File: src/rtl/lse_pkg.sv
// Shared constants, FSM state type and the log-sum-exp correction table for
// the lse_accumulator block.
package lse_pkg;

  localparam logic [23:0] NEG_INF_24 = 24'h800000;
  localparam logic [5:0]  NEG_INF_6  = 6'd16;
  localparam int unsigned SUBWIDTH   = 6;
  localparam int unsigned NUM_SUB    = 4;
  localparam int unsigned FRAC_BITS  = 10;

  typedef enum logic [1:0] {
    StIdle,
    StAccum,
    StDone
  } lse_state_e;

  // round(1024 * log2(1 + 2^-(idx/4))); entries past 46 round to zero.
  function automatic logic [10:0] lse_lut(input logic [5:0] idx);
    logic [10:0] v;
    case (idx)
      6'd0:  v = 11'd1024;
      6'd1:  v = 11'd902;
      6'd2:  v = 11'd790;
      6'd3:  v = 11'd689;
      6'd4:  v = 11'd599;
      6'd5:  v = 11'd518;
      6'd6:  v = 11'd447;
      6'd7:  v = 11'd385;
      6'd8:  v = 11'd330;
      6'd9:  v = 11'd282;
      6'd10: v = 11'd240;
      6'd11: v = 11'd205;
      6'd12: v = 11'd174;
      6'd13: v = 11'd148;
      6'd14: v = 11'd125;
      6'd15: v = 11'd106;
      6'd16: v = 11'd90;
      6'd17: v = 11'd76;
      6'd18: v = 11'd64;
      6'd19: v = 11'd54;
      6'd20: v = 11'd45;
      6'd21: v = 11'd38;
      6'd22: v = 11'd32;
      6'd23: v = 11'd27;
      6'd24: v = 11'd23;
      6'd25: v = 11'd19;
      6'd26: v = 11'd16;
      6'd27: v = 11'd14;
      6'd28: v = 11'd11;
      6'd29: v = 11'd10;
      6'd30: v = 11'd8;
      6'd31: v = 11'd7;
      6'd32: v = 11'd6;
      6'd33: v = 11'd5;
      6'd34: v = 11'd4;
      6'd35: v = 11'd3;
      6'd36: v = 11'd3;
      6'd37: v = 11'd2;
      6'd38: v = 11'd2;
      6'd39: v = 11'd2;
      6'd40, 6'd41, 6'd42, 6'd43,
      6'd44, 6'd45, 6'd46: v = 11'd1;
      default: v = 11'd0;
    endcase
    return v;
  endfunction

endpackage

File: src/rtl/lse_add_cell.sv
// Combinational log-sum-exp combine of two log-domain operands, either one
// signed 24-bit fixed-point value or four independent unsigned 6-bit lanes.
// Build option: LSE_ACC_CORRECTION_EN enables the log2(1 + 2^-d) correction;
// without it the combine is max() with -inf handling.
module lse_add_cell
  import lse_pkg::*;
(
  input  logic        simd,
  input  logic [23:0] a,
  input  logic [23:0] b,
  output logic [23:0] y
);

  logic [23:0] y24;
  logic [23:0] ylanes;
  logic [23:0] mx, mn;
`ifdef LSE_ACC_CORRECTION_EN
  logic [23:0] d;
  logic [10:0] corr;
  logic [24:0] sum;
`endif

  // 24-bit signed combine; only positive overflow is possible, so clamp high.
  always_comb begin
    y24 = NEG_INF_24;
    mx  = '0;
    mn  = '0;
`ifdef LSE_ACC_CORRECTION_EN
    d    = '0;
    corr = '0;
    sum  = '0;
`endif
    if (a == NEG_INF_24) begin
      y24 = b;
    end else if (b == NEG_INF_24) begin
      y24 = a;
    end else begin
      mx = ($signed(a) > $signed(b)) ? a : b;
      mn = ($signed(a) > $signed(b)) ? b : a;
`ifdef LSE_ACC_CORRECTION_EN
      d    = mx - mn;
      // Index is d in quarter units: bits [FRAC_BITS+3 : FRAC_BITS-2].
      corr = (d >= (24'd16 << FRAC_BITS)) ? 11'd0 : lse_lut(d[FRAC_BITS+3 -: 6]);
      sum  = {mx[23], mx} + {14'd0, corr};
      y24  = (sum[24] != sum[23]) ? 24'h7FFFFF : sum[23:0];
`else
      y24  = mx;
`endif
    end
  end

  logic [5:0] la, lb, lmx, lmn, ly;
`ifdef LSE_ACC_CORRECTION_EN
  logic [5:0] ld;
  logic [6:0] lsum;
`endif

  // Packed lanes: unsigned, +1 when operands are within one step, clamp at 63.
  always_comb begin
    ylanes = '0;
    la = '0; lb = '0; lmx = '0; lmn = '0; ly = '0;
`ifdef LSE_ACC_CORRECTION_EN
    ld   = '0;
    lsum = '0;
`endif
    for (int i = 0; i < NUM_SUB; i++) begin
      la = a[i*SUBWIDTH +: SUBWIDTH];
      lb = b[i*SUBWIDTH +: SUBWIDTH];
      if (la == NEG_INF_6) begin
        ly = lb;
      end else if (lb == NEG_INF_6) begin
        ly = la;
      end else begin
        lmx = (la > lb) ? la : lb;
        lmn = (la > lb) ? lb : la;
`ifdef LSE_ACC_CORRECTION_EN
        ld   = lmx - lmn;
        lsum = {1'b0, lmx} + {6'd0, (ld <= 6'd1)};
        ly   = lsum[6] ? 6'd63 : lsum[5:0];
`else
        ly   = lmx;
`endif
      end
      ylanes[i*SUBWIDTH +: SUBWIDTH] = ly;
    end
  end

  assign y = simd ? ylanes : y24;

endmodule

File: src/rtl/lse_accumulator.sv
// Streaming log-sum-exp reduction: folds each accepted beat into a running
// accumulator and presents the reduced value once the vector's last beat lands.
// Build option: LSE_ACC_CORRECTION_EN (see lse_add_cell).
module lse_accumulator
  import lse_pkg::*;
#(
  parameter int unsigned WIDTH     = 24,
  parameter int unsigned FRAC_BITS = 10,
  parameter int unsigned MAX_LEN   = 256
) (
  input  logic             clk,
  input  logic             rst,
  input  logic [1:0]       pe_mode,
  input  logic             in_valid,
  output logic             in_ready,
  input  logic [WIDTH-1:0] in_data,
  input  logic             in_last,
  output logic             out_valid,
  input  logic             out_ready,
  output logic [WIDTH-1:0] out_data,
  output logic             out_overflow
);

  // Holds values up to MAX_LEN+1 so overflow sticks for the rest of a vector.
  localparam int unsigned CntW = $clog2(MAX_LEN + 2);

  lse_state_e      state_q, state_d;
  logic [23:0]     acc_q, acc_d;
  logic [CntW-1:0] count_q, count_d;
  logic            simd_q, simd_d;
  logic [23:0]     combined;
  logic            accept;

  lse_add_cell u_add (
    .simd (simd_q),
    .a    (acc_q),
    .b    (in_data),
    .y    (combined)
  );

  assign in_ready     = (state_q != StDone);
  assign accept       = in_valid & in_ready;
  assign out_valid    = (state_q == StDone);
  assign out_data     = acc_q;
  assign out_overflow = (state_q == StDone) && (count_q > CntW'(MAX_LEN));

  // Next-state: start a vector, fold beats, release the result.
  always_comb begin
    state_d = state_q;
    acc_d   = acc_q;
    count_d = count_q;
    simd_d  = simd_q;
    unique case (state_q)
      StIdle: begin
        if (accept) begin
          acc_d   = in_data;
          simd_d  = (pe_mode != 2'b00);
          count_d = CntW'(1);
          state_d = in_last ? StDone : StAccum;
        end
      end
      StAccum: begin
        if (accept) begin
          acc_d = combined;
          if (count_q < CntW'(MAX_LEN + 1)) count_d = count_q + CntW'(1);
          if (in_last) state_d = StDone;
        end
      end
      StDone: begin
        if (out_ready) state_d = StIdle;
      end
      default: state_d = StIdle;
    endcase
  end

  // State registers with synchronous reset.
  always_ff @(posedge clk) begin
    if (rst) begin
      state_q <= StIdle;
      acc_q   <= NEG_INF_24;
      count_q <= '0;
      simd_q  <= 1'b0;
    end else begin
      state_q <= state_d;
      acc_q   <= acc_d;
      count_q <= count_d;
      simd_q  <= simd_d;
    end
  end

endmodule
File: config.mk
export PLATFORM = sky130hd
export DESIGN_NAME = lse_accumulator
export DESIGN_NICKNAME = d
export VERILOG_FILES = /design/src/rtl/lse_pkg.sv /design/src/rtl/lse_add_cell.sv /design/src/rtl/lse_accumulator.sv
export SDC_FILE = /design/constraint.sdc
export NUM_CORES = 1
export LEC_CHECK = 0
export ABC_AREA = 1
export CAP_MARGIN = 20
export CELL_PAD_IN_SITES_DETAIL_PLACEMENT = 1
export CELL_PAD_IN_SITES_GLOBAL_PLACEMENT = 2
export CORE_UTILIZATION = 37
export CTS_BUF_LIST = sky130_fd_sc_hd__clkbuf_4
export CTS_CLUSTER_SIZE = 14
export DETAILED_ROUTE_END_ITERATION = 6
export DONT_BUFFER_PORTS = 1
export PLACE_DENSITY = 0.95
export SLEW_MARGIN = 20
export SYNTH_ARGS = -nofsm -noshare
export SYNTH_HDL_FRONTEND = slang
export SYNTH_SLANG_ARGS = --single-unit
File: constraint.sdc
create_clock -name clk -period 4.3 [get_ports clk]
set_clock_uncertainty 0.2 [all_clocks]
set_input_delay 0.215 -clock clk [delete_from_list [all_inputs] [get_ports clk]]
set_output_delay 0.215 -clock clk [all_outputs]
set_load 0.005 [all_outputs]
# Word level (Yosys, flattened, before mapping)
# Index checks and enable logic that the tools add are counted.
[op_classes] n_addsub=1 bitwise_logic=1 muxes=29 eq_ne=28 n_reduce_logical=11 magnitude_cmp=7
[op_table] cell="$mux W24" count=6
[op_table] cell="$mux W6" count=12
[op_table] cell="$eq A24 B24 Y1 const B" count=2
[op_table] cell="$eq A6 B5 Y1 const B" count=8
[op_table] cell="$pmux W24 S2" count=1
[op_table] cell="$ne A4 B3 Y1 const B" count=10
[op_table] cell="$reduce_and A7 Y1" count=4
[op_table] cell="$mux W9" count=3
[op_table] cell="$gt A24 B24 Y1" count=1
[op_table] cell="$gt A6 B6 Y1" count=4
[op_table] cell="$pmux W9 S2" count=1
[op_table] cell="$mux W2" count=5
[op_table] cell="$ne A2 B2 Y1 const B" count=5
[op_table] cell="$add A9 B1 Y9 const B" count=1
[op_table] cell="$gt A9 B9 Y1 const B" count=1
[op_table] cell="$lt A9 B9 Y1 const B" count=1
[op_table] cell="$reduce_and A4 Y1" count=2
[op_table] cell="$pmux W2 S3" count=1
[op_table] cell="$reduce_bool A2 Y1" count=2
[op_table] cell="$eq A2 B1 Y1 const B" count=1
[op_table] cell="$eq A2 B2 Y1 const B" count=1
[op_table] cell="$logic_not A2 Y1" count=1
[op_table] cell="$ne A2 B1 Y1 const B" count=1
[op_table] cell="$reduce_and A2 Y1" count=1
[op_table] cell="2 further kinds" count=2
[word_totals] output_inout_bits=27 inputBits=31 regBits=36

# Depth between registers and ports, before layout
[depth] word_depth=7 ltp_mapped=17

# Modules after synthesis
# Synthesis repeated with hierarchy kept, for this count alone.
[unflattened] hier_cells=636 hier_area_um2=3702.3
[by_module_without_submodules] mod="lse_add_cell" seq_area_each_um2=0.0 area_per_inst_um2=1864.3 n_inst=1 cells_per_inst=362
[by_module_without_submodules] mod="lse_accumulator" seq_area_each_um2=720.7 area_per_inst_um2=1838.0 n_inst=1 cells_per_inst=274

# Least setup slack after synthesis
# No wires, ideal clock.
[synth_timing] kind="register to register" from="register acc_q[23] (netlist: out_data[23])" to="register acc_q[20] (netlist: out_data[20])" arrival_ns=1.802 stages_incl_launch_ff=13 synth_period_minus_slack_ns=2.112 path_slack_ns=2.188 path_cell_list="dfxtp_1 ha_1 nand2_2 nor2_4 nand3_2 nor2_2 and3_1 nor2_2 nand3_4 buf_6 nand4_1 nand2_1 nor2_2"
[synth_via] elab_chain_cells=5 elab_cells_between_ends=14
[synth_lines] item="start, declared" line_no="lse_accumulator.sv:28" rtl="logic [23:0] acc_q, acc_d;"
[synth_lines] item="start signal, assigned" line_no="lse_accumulator.sv:80" rtl="acc_q <= NEG_INF_24;"
[synth_lines] item="start signal, assigned" line_no="lse_accumulator.sv:85" rtl="acc_q <= acc_d;"
[synth_lines] item="parallel branches: the longest is 5 deep, another holds $gt A24 B24 Y1"
# Several ways; the timed one is not identified. The select of a mux whose other input is x is not followed.
# A chain may end at the register's enable or synchronous reset.

# Worst setup path in the final report
[layout_timing] from="input in_data[11]" to="register acc_q[12] (netlist: out_data[12])"
[layout_via] elab_chain_cells=3 elab_cells_between_ends=5
[layout_lines] item="start, declared" line_no="lse_accumulator.sv:16" rtl="input logic [WIDTH-1:0] in_data,"
[layout_lines] item="$gt A24 B24 Y1 or $eq A24 B24 Y1 (tied branches)" line_no="lse_add_cell.sv:38, lse_add_cell.sv:35"
[layout_lines] item="$ne A4 B3 Y1 (no line)"
[layout_lines] item="$reduce_and A7 Y1 (no line) (*)"
# Every way passes the cells marked *; elsewhere a longest branch is shown, timed or not.

==> metrics <==
r2r worst-path depth=11; die area=0.00854 mm^2; starting density of the core=0.387; status=complete, no violations; DRT iter0 DRCs=approximately 130; Max Fclk=0.377 GHz; synthesized flop and latch total=36; Lkg Pwr=~1.8 nW; Worst-path clk slew=about 130 ps; TritonCTS clock tree=done; setup tns final=0 ps; Slew Limit Fails=0; crit path from=in_data[11]; Synth Area in Simple Gates=0.411; DRC viols=0; routed wire length=approximately 9200 um; RR Endpoint=out_data[3]; CP top delay family=simple AND/OR/NAND/NOR gates; Yosys warnings=0; EDFF count, synth=0; peak supply drop=around 0.15 mV; M3 GR Usage=0.0386; GPL Wtd Cong=around 0.8; count leader, synth=nand2_1; dpl hpwl=6940 um; core box area=~0.0078 mm^2; Critical Path End=out_data[12]; worst-margin pin slew=~800 ps; largest net degree at the start of global routing=29; Synthesized Nets=547; Bufs and invs on worst path=3; met1 usage=0.273; post-synthesis sequential area ratio=0.238; largest family of logic cells by synthesized area=simple AND/OR/NAND/NOR gates; Die W=approximately 90 um; Crit. End Element=flop; layout cells sized above 1=0.0596; total CTS buffers=5; post-synthesis mux area share=0; port bufs=0; first-pass GRT wire length=~16,000 um; cell taking the most area after synthesis=dfxtp_1; clk buf depth=2; IO Count=58; post-synthesis instance total=around 490; unrepaired setup endpoints after global routing=false; max-cap check violation count=0; routing usage on met2=0.412; initial antenna violation count=0; Initial DRT Pass Iterations=4; Worst EP arrival=2740 ps; synthesized area=roughly 0.003 mm^2; critical path required time=~4400 ps; Critical Path Stages=14; # rows=32; most used cell along the critical path=nand2_1; diode count=0; Synth top area share=0.238; slew margin rel.=0.448; part of the cycle the worst path needs=0.616; R2R setup slack=roughly 1700 ps; vias in the first global route=~3.4k; clock sink count=36; final setup vio count=0; drt wl/cell=between 10 and 15 um; GRT overflow=0; Final Net Count=a little under 600; Final Power=between 0.001 and 0.0015 W; post-synthesis compound-gate area fraction=0.0724; Worst-Skew Late Latency=about 360 ps; Post-synth top cells=nand2_1 (120), inv_1 (104), nor2_1 (62), dfxtp_1 (36), nand4_1 (30); CP cell instances=dlygate4sd3_1 > inv_1 > ha_1 > nand2_1 > nor2_1 > nand2_1 > nor2_2 > and3_1 > nor2_2 > nand3_4 > nand3_4 > nand2_1 > inv_1 > nor2_1; Layout Utilization=0.446; crit path max-delay cell type=dlygate4sd3_1; Post-Synth Adder-Cell Area=0.120; Hold Path Depth=6; GRT Util Overall=0.227; clock root buffer=clkbuf_4; htree depth=2; Synth Flop Type=dfxtp_1; distinct cell type count after synthesis=27; Hold Fails Final Rpt=0; antenna-violating nets left=0; GR peak layer=met2; P per Cell Area=between 300 and 400 mW/mm^2; Critical Path Start Type=input port; area grow syn2layout=15.1%; vias=approximately 3.2k; xor and xnor area share after synthesis=0.00290; vias per inst=5.14; Chip Height=around 92 um; Post-Syn Area per Cell=about 6.2 um^2; ranking of synthesized cells by area=dfxtp_1 (24%), nand2_1 (15%), inv_1 (13%); Hold Path Class=in2reg; asr flop ratio synth=0; final worst path period need=approximately 2600 ps; Setup Crit Path Kind=in2reg; Crit Path Max Fanout=28; R2R Path Start=out_data[23]; max incr delay on CP=~520 ps
## layout by cell type (no fill, tap or decap)
master,instances
ha_1,29
a211oi_1,2
nor2_4,2
nand2_2,2
nand3_4,5
clkinv_2,1
nand4_2,1
a31oi_1,1
nor2_1,62
dlygate4sd3_1,31
o31ai_1,3
nor3_1,8
o21ai_0,12
nor2_2,8
nand2_1,120
inv_1,104
nand4_1,30
bufinv_16,1
o211ai_1,1
inv_2,4
xor2_1,1
nand3_1,26
o21bai_1,1
clkinv_1,1
clkbuf_4,5
nand3_2,1
and3_1,1
a21oi_1,20
clkinvlp_4,1
dfxtp_1,36
## flip-flops by register name, indices dropped and copies added, names as in the netlist
register  cells
count_q       9
out_data     24
simd_q        1
state_q       2
## worst min-delay path by stage
stage | startpoint | to | slack, ps
CTS | in_data[23] | out_data[23] | 210
floorplan | rst | count_q[7] | 80
detailed placement | rst | state_q[0] | 90
global placement | rst | state_q[0] | 90
global route | in_data[4] | out_data[1] | 270
finish | in_data[23] | out_data[23] | 230
## power by group
group / total [W] / switching (W) / internal, W
Sequential: 0.000434 / 0.0000563 / 0.000377
Clock: 0.000253 / 0.000132 / 0.000121
Combinational: 0.000465 / 0.000300 / 0.000165
Total: 0.00115 / 0.000489 / 0.000663
## cells by family after synthesis
| kind of cell | Yosys count |
|---|---|
| DFF | 36 |
| AOI/OAI and AO/OA | 40 |
| xor gates and xnor gates | 1 |
| adders and majority gates | 29 |
| buffers and inverters | 115 |
| and+or+nand+nor | 266 |
## layer usage
metal	wire, um	vias up
li1	-	1601
met5	0	-
met1	3970	1526
met2	4630	62
met3	430	11
met4	122	0
## metrics by stage
stage	instance area, um^2	worst slack, ps	cells	hold WS, ps
final	3480	1650	622	226
after global routing	3480	1440	622	266
after CTS	3480	1710	622	207
after detailed placement	3090	1770	583	93.0
after global placement	3090	1830	583	86.5
after floorplan	3020	2190	487	84.1
## cell type report
type                            count  area [um^2]
Clock buffer                        5         37.5
Clock inverter                      3         42.5
Fill cell                        1058         4330
Inverter                          109          409
Multi-Input combinational cell    336         1830
Sequential cell                    36          721
Tap cell                          102          128
Timing Repair Buffer               31          310
## tightest hold or removal path: stages
cell and delay [ps]:
inv_1 70, nand3_1 90, o21ai_0 100, nor2_2 100
nand4_1 100, nand3_1 70
## repair_timing
item / in CTS / in global routing
hold buffers: 31 / 0
endpoints found under the hold margin: 35 / 0
resized for setup: 0 / 0
setup buffers: 0 / 0
Note: power is estimated with default switching activity, not from simulation.
